### config.mk
export PLATFORM = sky130hd
export DESIGN_NAME = echo_width_meter
export DESIGN_NICKNAME = d
export VERILOG_FILES = /design/src/rtl/echo_width_meter.sv
export SDC_FILE = /design/constraint.sdc
export NUM_CORES = 1
export LEC_CHECK = 0
export CORE_MARGIN = 4
export CORE_UTILIZATION = 50
export CTS_CLUSTER_DIAMETER = 120
export DETAILED_ROUTE_END_ITERATION = 16
export MAX_ROUTING_LAYER = met4
export PLACE_DENSITY = 0.73
export SLEW_MARGIN = 10
export SYNTH_ARGS = -nofsm -noshare
export SYNTH_HDL_FRONTEND = slang
export SYNTH_SLANG_ARGS = --single-unit
export TNS_END_PERCENT = 5
### constraint.sdc
create_clock -name clk -period 6.45 [get_ports clk]
set_clock_uncertainty 0.2 [all_clocks]
set_input_delay 1.935 -clock clk [delete_from_list [all_inputs] [get_ports clk]]
set_output_delay 1.935 -clock clk [all_outputs]
set_load 0.05 [all_outputs]
### src/rtl/echo_width_meter.sv
// Echo pulse width meter for an ultrasonic ranger.
// Armed by the trigger generator, times the echo high time in microseconds, converts it to
// whole centimetres and publishes the result with a one-cycle valid strobe. A missing echo
// and an echo that runs past the range limit are flagged alongside the distance.
module echo_width_meter #(
    parameter int unsigned CLK_HZ          = 50_000_000,
    parameter int unsigned US_PER_CM       = 58,
    parameter int unsigned RISE_TIMEOUT_US = 30000,
    parameter int unsigned MAX_ECHO_US     = 25000,
    parameter int unsigned DW              = 16
) (
    input  logic          clk,
    input  logic          clr,
    input  logic          arm,
    input  logic          echo,
    output logic [DW-1:0] dist_cm,
    output logic          dist_valid,
    output logic          busy,
    output logic          no_echo,
    output logic          over_range
);

    // Clocks per microsecond and the counter widths derived from it.
    localparam int unsigned DIV     = CLK_HZ / 1_000_000;
    localparam int unsigned PW      = (DIV > 1) ? $clog2(DIV) : 1;
    localparam int unsigned CNT_MAX = (RISE_TIMEOUT_US > MAX_ECHO_US) ?
                                      RISE_TIMEOUT_US : MAX_ECHO_US;
    localparam int unsigned CW      = $clog2(CNT_MAX + 1);
    localparam int unsigned OVER_CM = MAX_ECHO_US / US_PER_CM;

    typedef enum logic [1:0] {
        StIdle,
        StWaitRise,
        StMeasure,
        StDone
    } state_t;

    state_t          state_q, state_d;

    // Echo synchroniser and edge detector.
    logic            echo_meta_q;
    logic            echo_sync_q;
    logic            echo_prev_q;
    logic            echo_rise;
    logic            echo_fall;

    // Microsecond prescaler.
    logic [PW-1:0]   presc_q;
    logic            presc_clr;
    logic            tick;

    // Measurement counters.
    logic [CW-1:0]   us_q, us_d;
    logic [CW-1:0]   sub_q, sub_d;
    logic [CW-1:0]   cm_q, cm_d;

    // Result captured on entry to DONE, published on leaving it.
    logic [CW-1:0]   res_q, res_d;
    logic            res_ne_q, res_ne_d;
    logic            res_or_q, res_or_d;
    logic [DW-1:0]   res_sat;

    // Output registers.
    logic [DW-1:0]   dist_q;
    logic            valid_q;
    logic            ne_q;
    logic            or_q;

    assign echo_rise = echo_sync_q & ~echo_prev_q;
    assign echo_fall = ~echo_sync_q & echo_prev_q;
    assign tick      = (presc_q == PW'(DIV - 1));

    // Clamp the result into dist_cm; only matters when DW is narrower than the counters.
    generate
        if (CW > DW) begin : g_sat
            assign res_sat = (res_q > CW'({DW{1'b1}})) ? {DW{1'b1}} : res_q[DW-1:0];
        end else begin : g_nosat
            assign res_sat = DW'(res_q);
        end
    endgenerate

    // Two-flop synchroniser plus one delayed copy for edge detection.
    always_ff @(posedge clk or negedge clr) begin
        if (!clr) begin
            echo_meta_q <= 1'b0;
            echo_sync_q <= 1'b0;
            echo_prev_q <= 1'b0;
        end else begin
            echo_meta_q <= echo;
            echo_sync_q <= echo_meta_q;
            echo_prev_q <= echo_sync_q;
        end
    end

    // Free-running microsecond prescaler, realigned on arm and on the echo rise.
    always_ff @(posedge clk or negedge clr) begin
        if (!clr) begin
            presc_q <= '0;
        end else if (presc_clr || tick) begin
            presc_q <= '0;
        end else begin
            presc_q <= presc_q + PW'(1);
        end
    end

    // State, counter and captured-result registers.
    always_ff @(posedge clk or negedge clr) begin
        if (!clr) begin
            state_q  <= StIdle;
            us_q     <= '0;
            sub_q    <= '0;
            cm_q     <= '0;
            res_q    <= '0;
            res_ne_q <= 1'b0;
            res_or_q <= 1'b0;
        end else begin
            state_q  <= state_d;
            us_q     <= us_d;
            sub_q    <= sub_d;
            cm_q     <= cm_d;
            res_q    <= res_d;
            res_ne_q <= res_ne_d;
            res_or_q <= res_or_d;
        end
    end

    // Next-state logic: arm, wait for the echo edge, count microseconds and centimetres.
    always_comb begin
        state_d   = state_q;
        us_d      = us_q;
        sub_d     = sub_q;
        cm_d      = cm_q;
        res_d     = res_q;
        res_ne_d  = res_ne_q;
        res_or_d  = res_or_q;
        presc_clr = 1'b0;

        unique case (state_q)
            StIdle: begin
                if (arm) begin
                    state_d   = StWaitRise;
                    presc_clr = 1'b1;
                    us_d      = '0;
                    sub_d     = '0;
                    cm_d      = '0;
                end
            end

            StWaitRise: begin
                if (tick) begin
                    us_d = us_q + CW'(1);
                end
                // A level already high at arm never produces a rise here.
                if (echo_rise) begin
                    state_d   = StMeasure;
                    presc_clr = 1'b1;
                    us_d      = '0;
                    sub_d     = '0;
                    cm_d      = '0;
                end else if (tick && (us_q == CW'(RISE_TIMEOUT_US - 1))) begin
                    state_d  = StDone;
                    res_d    = '0;
                    res_ne_d = 1'b1;
                    res_or_d = 1'b0;
                end
            end

            StMeasure: begin
                if (tick) begin
                    us_d = us_q + CW'(1);
                    if (sub_q == CW'(US_PER_CM - 1)) begin
                        sub_d = '0;
                        cm_d  = cm_q + CW'(1);
                    end else begin
                        sub_d = sub_q + CW'(1);
                    end
                end
                // The microsecond that ends on the fall cycle still counts toward the result.
                if (echo_fall) begin
                    state_d  = StDone;
                    res_d    = cm_d;
                    res_ne_d = 1'b0;
                    res_or_d = 1'b0;
                end else if (tick && (us_q == CW'(MAX_ECHO_US - 1))) begin
                    state_d  = StDone;
                    res_d    = CW'(OVER_CM);
                    res_ne_d = 1'b0;
                    res_or_d = 1'b1;
                end
            end

            StDone: begin
                state_d = StIdle;
            end

            default: begin
                state_d = StIdle;
            end
        endcase
    end

    // Publish the captured result as DONE ends; the strobe lasts exactly one cycle.
    always_ff @(posedge clk or negedge clr) begin
        if (!clr) begin
            dist_q  <= '0;
            valid_q <= 1'b0;
            ne_q    <= 1'b0;
            or_q    <= 1'b0;
        end else begin
            valid_q <= (state_q == StDone);
            if (state_q == StDone) begin
                dist_q <= res_sat;
                ne_q   <= res_ne_q;
                or_q   <= res_or_q;
            end
        end
    end

    assign busy       = (state_q != StIdle);
    assign dist_cm    = dist_q;
    assign dist_valid = valid_q;
    assign no_echo    = ne_q;
    assign over_range = or_q;

endmodule

* After elaboration in Yosys (flattened, before gate mapping)
Index checks and enable logic that the tools add are counted.
Widths: inputs -> output; s select.
** Operators by class
- $add $sub $neg :: 4
- Eq/ne operators :: 14
- Multiplexer cells :: 36
- Bitwise operators :: 4
- Reductions and logical operators :: 12
** Operators with widths (count)
- $mux 15 :: 12
- $pmux 15 s3 :: 3
- $add 15x1->15 const B :: 3
- $eq 15x15->1 const B :: 2
- $pmux 15 s2 :: 1
- $eq 15x6->1 const B :: 1
- $mux 1 :: 10
- $mux 2 :: 5
- $ne 2x2->1 const B :: 5
- $pmux 2 s4 :: 1
- $reduce_and 4->1 :: 2
- $add 6x1->6 const B :: 1
- $eq 6x6->1 const B :: 1
- $mux 6 :: 1
- $ne 3x3->1 const B :: 2
- $pmux 1 s2 :: 3
- $reduce_and 3->1 :: 2
- $eq 2x2->1 const B :: 2
- $reduce_bool 2->1 :: 2
- $reduce_bool 3->1 :: 1
- $and 1x1->1 :: 2
- $eq 2x1->1 const B :: 1
- $logic_and 1x1->1 :: 2
- $logic_not 2->1 :: 1
- other kinds (3) :: 4
** Storage, ports and cells
- Register bits :: 91
- Input bits :: 4
- Output and inout port bits :: 20
- Word-level logic and storage cells :: 85

* Depth between registers and ports, before layout
Gate-level depths: netlist of run 1.
- Word-level depth :: 6
- Gate-level depth with buffers :: 9
- Mapped depth without buffers :: 7

* Least setup slack after synthesis of run 1
No wires, ideal clock.
- Kind :: in2reg
- Start :: in arm
- End :: reg sub_q[10]
- Setup time :: 0.096 ns
- Arrival :: 3.171 ns
- Data required time :: 6.154 ns
- Slack :: 2.983 ns
- Stages :: 7
- Buffers on the path :: 2
- Cell sequence :: nand2b_1 > o211ai_1 > a21o_1 > or2_1 > clkbuf_1 > clkbuf_1 > o31ai_1
** On the way
- Cells in the longest elaborated chain, start to end :: 2
** Ends and longest elaborated chain
- start: declaration :: line 14 : input logic arm,
- $ne 2x2->1 (no source line)
- $reduce_and 4->1 (no source line)
- end signal: assignment :: line 119 : sub_q <= sub_d;
- end: declaration :: line 54 : logic [CW-1:0] sub_q, sub_d;
Every way passes these cells.
A chain may end at the register's enable or synchronous reset.

* Worst setup path in the final report of run 1
- Start :: reg state_q[0]
- End :: out busy
** On the way
- Cells in the longest elaborated chain, start to end :: 1
** Ends and longest elaborated chain
- start: declaration :: line 38 : state_t state_q, state_d;
- start signal: assignment :: line 109 : state_q <= StIdle;
- start signal: assignment :: line 117 : state_q <= state_d;
- $reduce_bool 2->1 :: line 219 : assign busy = (state_q != StIdle);
- end: declaration :: line 18 : output logic busy,
Every way passes these cells.

==> results of run 1 <==
==> placed cells by master (no fill, tap or decap), types with 11 or more instances in the layout <==
master	instances
dfrtp_1	91
ha_1	11
inv_1	15
nand4_1	13
o21ai_0	26
nand2_1	45
mux2_2	21
nor3_1	12
clkdlybuf4s50_1	21
xnor2_1	14
nor2_1	44
nor4_1	13
nand3_1	22
==> where the power goes <==
part,leakage (nW),internal [mW],switching (mW)
Clock,0.135,0.301,0.216
Sequential,1.19,0.644,0.0542
Combinational,0.871,0.233,0.453
Total,2.20,1.18,0.723
==> routing by layer <==
layer | vias to the layer above | global-route usage [%] | part of all wire [%]
met3 | 12 | 4.35 | 4.1
met5 | - | - | 0
met2 | 78 | 28.5 | 45
met4 | 0 | 4.97 | 1.5
li1 | 1759 | - | -
met1 | 1729 | 26.1 | 49
==> state kept, by name, summed over array words and instances (netlist names), 2 cells and up <==
name     flops
us_q        15
sub_q       15
cm_q        15
res_q       15
presc_q      6
state_q      2
dist_cm     15
==> through the flow <==
stage                     cell area, µm²  total power [mW]  hold slack (ns)  util, %  setup WS, ns
after global placement              5050              1.37            0.136     54.7          2.03
after global routing                5320              2.02            0.179     57.6          2.15
final                               5320              1.90            0.157     57.6          2.26
after CTS                           5320              1.91            0.159     57.6          2.24
after detailed placement            5050              1.40            0.138     54.7          1.97
after floorplan                     4730              1.21            0.131        -          2.98
==> kinds of logic (layout without fill, tap and decap cells) <==
logic type / count (synthesis) / after routing
AND/OR/NAND/NOR: 199 / 199
flip-flops: 91 / 91
AO/OA/AOI/OAI: 87 / 87
buffers and inverters: 35 / 56
multiplexers: 31 / 31
XOR/XNOR: 23 / 23
adder cells (fa/ha/maj): 11 / 11
other: 1 / 1
==> path summary, 6_finish.rpt <==
check	startpoint	endpoint	slack, ns	depth (start not counted)
hold reg to reg	echo_meta_q	echo_sync_q	0.16	0
max in group asynchronous	clr	us_q[12]	3.66	2
setup reg to reg	state_q[0]	sub_q[6]	3.07	6
min in group asynchronous	clr	res_q[14]	1.28	1
hold / removal	echo_meta_q	echo_sync_q	0.16	0
setup / recovery	state_q[0]	busy	2.26	4
==> area by class of cell <==
type / instances / area share, %
multi-input cells: 352 / 43.5
flip-flops and latches: 91 / 42.8
repair buffers: 25 / 4.51
well taps: 129 / 3.03
clock inverters: 7 / 2.75
clock buffers: 9 / 2.33
inverters: 15 / 1.06
==> worst max-delay path, cell delays in order (launching register included) <==
cell and delay [ns]:
dfrtp_1 0.44, inv_1 0.12, ha_1 0.24, inv_1 0.09
clkdlybuf4s50_1 0.80
==> metrics.csv, run 1 <==
stage;metric;value;unit
logic_synthesis;synth-xor-area-share;4.26;%
logic_synthesis;synth_most_common_cell;dfrtp_1;
clock_network;cts.sinks;91;
clock_network;cts_buffers;9;
global_route;grtUsageTotal;19.0;%
placement;io_buffer_count;22;
critical_path;path_max_fanout;5;
critical_path;critPathKind;reg2out;
logic_synthesis;async_flop_share;100;%
layout;multiInputGateArea;2320;µm²
logic_synthesis;synth_top_family_by_area;simple AND/OR/NAND/NOR gates;
logic_synthesis;ys_types;60;
timing;rsz0062_at_grt;false;
detailed_routing;drc;0;
job;drv_cap;0;
timing;timing.final.crit_share;65.0;%
logic_synthesis;synth_top_area_share;48.1;%
floorplan;die_area;11100;µm²
floorplan;io_pins;24;
detailed_routing;dr.pass1.iters;4;
logic_synthesis;synth_mux_area_share;7.14;%
global_route;antenna_found_initial;0;
clock_network;postCtsHoldBufs;0;
critical_path;required;4.32;ns
power;power.leakage;2.20;nW
logic_synthesis;synth_edf_count;0;
detailed_routing;vias_per_cell;5.70;
timing;worst_slew_pin_slew;0.879;ns
clock_network;clockBufferDepth;2;
layout;drive_above_1_share;9.62;%
logic_synthesis;synth_warnings;0;
layout;area_growth;12.5;%
power;p_per_area;357;nW/µm²
global_route;grt_max_degree;61;
logic_synthesis;synth.avg_cell_area;9.90;µm²
detailed_routing;wirelength;9500;µm
logic_synthesis;synthesis.nets;493;
clock_network;root_buffer;clkbuf_8;
logic_synthesis;ys_seq_elements;91;
clock_network;clkLatencyLatePin;0.37;ns
layout;nets;509;
logic_synthesis;synth-main-ff-cell;dfrtp_1;
floorplan;die_h;105;µm
logic_synthesis;yosys.area.top_type;dfrtp_1;
detailed_routing;vias;3578;
timing;timing.slew.headroom;40.8;%
layout;layoutNonFillerInstCount;628;
placement;dp_hpwl;6460;µm
timing;final-hold-violation-count;0;
placement;gp_congestion;0.848;
min_path;hp-class;reg2reg;
critical_path;end_kind;output port;
critical_path;cp.arrival;2.06;ns
logic_synthesis;synth.top_cells.by_count;91 x dfrtp_1, 45 x nand2_1, 44 x nor2_1;
floorplan;start_util;51.2;%
layout;diodes;0;
detailed_routing;wl_per_cell;15.1;µm
detailed_routing;drtIter0Drc;212;
timing;min_period;4.19;ns
logic_synthesis;synth_compound_area_share;12.3;%
logic_synthesis;syn_inst;478;
global_route;grt_pass1_vias;3452;
floorplan;die_w;105;µm
logic_synthesis;synthSimpleGateAreaFrac;22.3;%
floorplan;core_area;9240;µm²
clock_network;cts_tree;done;
clock_network;cts_setup_buffers;0;
timing;setup_tns;0;ns
critical_path;cp-start-kind;register;
placement;dp.cells;612;
clock_network;cts.clk_slew.worst_paths;0.09;ns
timing;max_freq;238;MHz
clock_network;htreeDepth;3;
layout;ff_latch_area;2280;µm²
global_route;grt_pass1_wl;16800;µm
timing;slew_viol_final;0;
layout;fillerInstances;794;
timing;setup_viol;0;
logic_synthesis;syn_area;4730;µm²
floorplan;num_rows;35;
status;status;completed;
logic_synthesis;yosys-top-cells-area;dfrtp_1 48%, mux2_2 5.0%, nand2_1 3.6%;
detailed_routing;drtAntennaViolNets;0;
logic_synthesis;ys_seq_area_share;48.1;%
clock_network;cts_resized;0;
logic_synthesis;synth_fa_ha_area_share;2.91;%
global_route;grt_overflow;0;
power;ir_drop;0.142;mV
(Power assumes the default switching activity.)
==> run 2: changes to the inputs <==
==> constraint.sdc (replaced) <==
create_clock -name clk -period 4.23 [get_ports clk]
set_clock_uncertainty 0.2 [all_clocks]
set_input_delay 1.269 -clock clk [delete_from_list [all_inputs] [get_ports clk]]
set_output_delay 1.269 -clock clk [all_outputs]
set_load 0.05 [all_outputs]
==> metrics.csv, run 2 (same netlist as run 1, synthesis figures left out) <==
stage;metric;value;unit;change
critical_path;crit_path_frequent_cell;inv_1;;
power;clkPwrFrac;21.9;%;-5.3 points
layout;drive_above_1_share;10.3;%;+0.72 points
timing;timing.slew.headroom;35.7;%;-5.1 points
critical_path;reg2reg_from;state_q[0];;
power;power.leakage;2.18;nW;-0.91%
power;p_comb_share;38.9;%;+2.8 points
critical_path;required;2.76;ns;-1.56 ns
clock_network;cts_buffers;9;;unchanged
floorplan;start_util;51.2;%;unchanged
layout;layoutNonFillerInstCount;632;;+0.64%
critical_path;crit_cells;4;;unchanged
critical_path;path_max_fanout;5;;unchanged
layout;nets;513;;+0.79%
global_route;grt_pass1_wl;17100;µm;+2.1%
clock_network;postCtsHoldBufs;0;;unchanged
clock_network;cts.clk_slew.worst_paths;0.09;ns;about the same
layout;final_cell_mix;91 x dfrtp_1, 45 x nand2_1, 44 x nor2_1, 26 x o21ai_0, 22 x nand3_1;;
detailed_routing;drtIter0Drc;283;;+33%
critical_path;cp.arrival;2.03;ns;-0.03 ns
placement;gp_congestion;0.834;;-1.7%
global_route;grt_max_degree;43;;-30%
floorplan;num_rows;35;;unchanged
critical_path;cp_slowest_stage_delay;0.80;ns;about the same
critical_path;path_cells;inv_1 -> ha_1 -> inv_1 -> clkdlybuf4s50_1;;
power;seqPwrFrac;39.1;%;+2.4 points
critical_path;reg2regPathDepth;6;;unchanged
detailed_routing;vias;3677;;+2.8%
timing;slew_viol_final;0;;unchanged
timing;min_period;3.49;ns;
detailed_routing;drtAntennaViolNets;0;;unchanged
global_route;antenna_found_initial;0;;unchanged
floorplan;io_pins;24;;unchanged
power;switching_share;40.3;%;+2.2 points
layout;diodes;0;;unchanged
clock_network;clkLatencyLatePin;0.36;ns;about the same
timing;rsz0062_at_grt;false;;
floorplan;die_w;105;µm;unchanged
layout;area_growth;11.7;%;
timing;hold_ws;0.155;ns;-0.00215 ns
clock_network;cts_setup_buffers;0;;unchanged
critical_path;cp-start-kind;register;;
critical_path;critical-path-top-delay-family;buffers and inverters;;
timing;timing.final.crit_share;82.6;%;
timing;max_freq;286;MHz;
critical_path;cp-startpoint;state_q[0];;
power;intPower;1.62;mW;+38%
detailed_routing;dr.pass1.iters;5;;+1
timing;setup_slack;0.736;ns;-1.52 ns
timing;setup_viol;0;;unchanged
min_path;hold_depth;0;;unchanged
global_route;grt_overflow;0;;unchanged
global_route;grt_pass1_vias;3526;;+2.1%
detailed_routing;drc;0;;unchanged
status;status;completed;;
timing;setup_tns;0;ns;unchanged
min_path;hp-class;reg2reg;;
critical_path;slowest_stage;clkdlybuf4s50_1;;
clock_network;htreeDepth;3;;unchanged
detailed_routing;vias_per_cell;5.82;;+2.1%
timing;worst_slew_pin_slew;0.964;ns;+0.0847 ns
layout;multiInputGateArea;2320;µm²;unchanged
detailed_routing;wirelength;9730;µm;+2.4%
power;total_power;2.72;mW;+43%
floorplan;core_area;9240;µm²;unchanged
placement;dp_worst_setup_slack;0.603;ns;-1.36 ns
critical_path;end_kind;output port;;
placement;dp_hpwl;6710;µm;+4.0%
timing;final-hold-violation-count;0;;unchanged
floorplan;die_area;11100;µm²;unchanged
global_route;grtUsageTotal;19.3;%;+0.35 points
critical_path;critPathKind;reg2out;;
detailed_routing;wl_per_cell;15.4;µm;+1.8%
power;ir_drop;0.281;mV;+99%
clock_network;cts_tree;done;;
floorplan;die_h;105;µm;unchanged
power;p_per_area;515;nW/µm²;+44%
clock_network;cts.sinks;91;;unchanged
clock_network;cts_resized;0;;unchanged
layout;ff_latch_area;2280;µm²;unchanged
layout;fillerInstances;782;;-1.5%
job;drv_cap;0;;unchanged
clock_network;clockBufferDepth;2;;unchanged
min_path;worstHoldStart;echo_meta_q;;
layout;layout_commonest_cell;dfrtp_1;;
placement;dp.cells;616;;+0.65%
power;switchingPower;1.09;mW;+51%
placement;io_buffer_count;22;;unchanged
critical_path;path_buf_inv;3;;unchanged
clock_network;root_buffer;clkbuf_8;;
==> run 2: cell count changes in the layout (fill, tap and decap cells not counted), sizes merged <==
| cell | change |
|---|---|
| buf | +4 |
| bufinv | -3 |
| clkinv | +2 |
| clkinvlp | +2 |
| inv | -1 |
==> run 2: metrics by stage <==
stage,utilization [%],instance area (µm²)
2_1_floorplan,-,4730
3_3_place_gp,55.0,5080
3_5_place_dp,55.0,5080
4_1_cts,57.2,5280
5_1_grt,57.2,5280
6_report,57.2,5280
==> run 2: worst paths after layout <==
path	end	slack, ns
worst min register to register	echo_sync_q	0.15
worst max register to register	sub_q[12]	1.24
worst min-delay path	echo_sync_q	0.15
max in group asynchronous	us_q[1]	2.36
min in group asynchronous	dist_cm[4]	0.69
worst max-delay path	busy	0.74
==> run 2: cell type report <==
cell class | instances | area share, %
inverters | 15 | 1.07
well taps | 129 | 3.05
clock buffers | 9 | 2.34
clock inverters | 7 | 1.44
flip-flops and latches | 91 | 43.1
multi-input cells | 352 | 43.9
repair buffers | 29 | 5.11
==> run 2: power by group through the flow <==
stage	combinational (mW)	clock [mW]	sequential [mW]
after global placement	1.03	0	1.08
after global routing	1.17	0.650	1.08
final	1.06	0.597	1.06
after floorplan	0.650	0	1.19
after detailed placement	1.06	0	1.08
after CTS	1.06	0.614	1.06
==> run 2: per-layer routing <==
metal  vias to the layer above  share of wire [%]  GRT usage (%)  routed length, µm
met1                      1789                 47           27.0               4600
met2                        90                 46           28.4               4450
met4                         0                2.3           6.84                227
met3                        21                4.6           3.55                452
met5                         -                  0              -                  0
li1                       1777                  -              -                  -
==> run 3: changes to the inputs <==
--- a/config.mk
+++ b/config.mk
@@ -10,7 +10,7 @@
 export CTS_CLUSTER_DIAMETER = 120
 export DETAILED_ROUTE_END_ITERATION = 16
 export MAX_ROUTING_LAYER = met4
-export PLACE_DENSITY = 0.73
+export PLACE_DENSITY = 0.76
 export SLEW_MARGIN = 10
 export SYNTH_ARGS = -nofsm -noshare
 export SYNTH_HDL_FRONTEND = slang
==> constraint.sdc (replaced) <==
create_clock -name clk -period 3.2 [get_ports clk]
set_clock_uncertainty 0.2 [all_clocks]
set_input_delay 0.96 -clock clk [delete_from_list [all_inputs] [get_ports clk]]
set_output_delay 0.96 -clock clk [all_outputs]
set_load 0.05 [all_outputs]
==> metrics.csv, run 3 (same netlist as run 1, synthesis figures left out) <==
stage;metric;value;unit;change
layout;drive_above_1_share;10.7;%;+0.36 points
floorplan;die_area;11100;µm²;unchanged
layout;final_cell_mix;91 x dfrtp_1, 45 x nand2_1, 44 x nor2_1, 26 x o21ai_0, 22 x nand3_1;;
critical_path;reg2regPathDepth;7;;+1
timing;worst_slew_pin_slew;0.912;ns;-0.0515 ns
placement;io_buffer_count;22;;unchanged
detailed_routing;drtIter0Drc;221;;-22%
critical_path;worstReg2RegEnd;state_q[1];;
timing;rsz0062_at_grt;false;;
clock_network;htreeDepth;3;;unchanged
layout;fillerInstances;777;;-0.64%
clock_network;clockBufferDepth;2;;unchanged
timing;timing.slew.headroom;38.6;%;+2.9 points
clock_network;cts_tree;done;;
clock_network;root_buffer;clkbuf_8;;
critical_path;end_kind;output port;;
global_route;grt_pass1_wl;16800;µm;-2.1%
global_route;antenna_found_initial;0;;unchanged
detailed_routing;vias_per_cell;5.69;;-2.1%
clock_network;cts.sinks;91;;unchanged
global_route;grt_pass1_vias;3495;;-0.88%
min_path;worstHoldStart;echo_meta_q;;
detailed_routing;drtAntennaViolNets;0;;unchanged
job;drv_cap;0;;unchanged
detailed_routing;wirelength;9370;µm;-3.7%
clock_network;cts_setup_buffers;0;;unchanged
timing;setup_slack;0.268;ns;-0.468 ns
critical_path;critPathKind;reg2out;;
timing;timing.final.crit_share;91.6;%;
critical_path;r2r_slack;0.45;ns;-0.79 ns
layout;nets;515;;+0.39%
timing;setup_viol;0;;unchanged
timing;setup_tns;0;ns;unchanged
status;status;completed;;
placement;gp_congestion;0.884;;+6.0%
layout;area_growth;11.9;%;
floorplan;start_util;51.2;%;unchanged
layout;diodes;0;;unchanged
critical_path;cp.arrival;1.77;ns;-0.26 ns
global_route;grtUsageTotal;18.9;%;-0.44 points
placement;dp.cells;618;;+0.32%
detailed_routing;vias;3610;;-1.8%
power;ir_drop;0.376;mV;+33%
critical_path;reg2reg_from;presc_q[1];;
power;p_per_area;671;nW/µm²;+30%
timing;final-hold-violation-count;0;;unchanged
clock_network;clkLatencyLatePin;0.36;ns;about the same
min_path;holdPathEnd;echo_sync_q;;
timing;min_period;2.93;ns;
clock_network;cts_buffers;9;;unchanged
layout;fin_util;57.3;%;+0.11 points
placement;placed_cell_area;5110;µm²;+0.54%
floorplan;die_h;105;µm;unchanged
min_path;hold_depth;0;;unchanged
min_path;hp-class;reg2reg;;
critical_path;required;2.04;ns;-0.72 ns
global_route;grt_max_degree;92;;+110%
floorplan;die_w;105;µm;unchanged
layout;layout_commonest_cell;dfrtp_1;;
global_route;grt_overflow;0;;unchanged
detailed_routing;drc;0;;unchanged
layout;layoutNonFillerInstCount;634;;+0.32%
placement;dp_hpwl;6530;µm;-2.8%
layout;final_area;5290;µm²;+0.19%
timing;max_freq;341;MHz;
placement;dp_worst_setup_slack;0.141;ns;-0.462 ns
detailed_routing;dr.pass1.iters;4;;-1
detailed_routing;wl_per_cell;14.8;µm;-4.0%
critical_path;cp-start-kind;register;;
floorplan;io_pins;24;;unchanged
floorplan;core_area;9240;µm²;unchanged
floorplan;num_rows;35;;unchanged
critical_path;path_max_fanout;5;;unchanged
power;power.leakage;2.18;nW;+0.12%
timing;slew_viol_final;0;;unchanged
clock_network;cts.clk_slew.worst_paths;0.09;ns;about the same
[run 3: cell count changes in the layout (fill, tap and decap cells not counted), sizes merged]
| cell | previous run | this run |
|---|---|---|
| clkinvlp | 2 | 3 |
| clkinv | 2 | 1 |
| bufinv | 1 | 0 |
| clkdlybuf4s50 | 21 | 20 |
| inv | 17 | 18 |
| buf | 8 | 10 |
| dlygate4sd2 | 0 | 1 |
[run 3: routing by layer]
layer,track usage [%],vias up,share of wire [%]
met4,7.40,0,1.8
met2,28.5,85,46
met5,-,-,0
met3,2.45,13,4.0
li1,-,1777,-
met1,26.0,1735,48
[run 3: how the worst max path moves through the flow]
| stage | from | end | slack [ns] |
|---|---|---|---|
| 6_report | state_q[0] | busy | 0.27 |
| 5_1_grt | state_q[0] | busy | 0.19 |
| 4_1_cts | state_q[0] | busy | 0.25 |
| 3_5_place_dp | arm | sub_q[6] | 0.14 |
| 3_3_place_gp | arm | sub_q[6] | 0.18 |
| 2_1_floorplan | arm | sub_q[10] | 0.71 |
[run 3: cell type report]
class,count,area [µm²],share of cell area (%)
multi-input cells,352,2320,43.8
flip-flops and latches,91,2280,43.0
repair buffers,31,297,5.60
well taps,129,161,3.05
clock buffers,9,124,2.34
clock inverters,7,60.1,1.13
inverters,15,56.3,1.06
[run 3: where the power goes]
part / total (mW) / switching, mW / internal (mW)
clock network: 0.725 / 0.431 / 0.294
registers: 1.41 / 0.110 / 1.30
logic: 1.42 / 0.918 / 0.503
total: 3.55 / 1.46 / 2.09
[run 3: critical path: stages, from the launching register on]
cell,delay (ns)
dfrtp_1,0.44
inv_1,0.12
ha_1,0.25
inv_1,0.08
dlygate4sd2_1,0.53
[run 3: per-stage QoR]
stage	power [mW]	hold slack, ns
detailed placement	2.86	0.160
CTS	3.58	0.182
global placement	2.82	0.135
floorplan	2.43	0.131
global route	3.81	0.195
finish	3.55	0.182
[run 3: timing repair]
action | CTS | global route
resized for setup | 1 | 0
hold buffers | 0 | 0
endpoints found under the hold margin | 0 | 0
setup endpoints to repair | 1 | 0
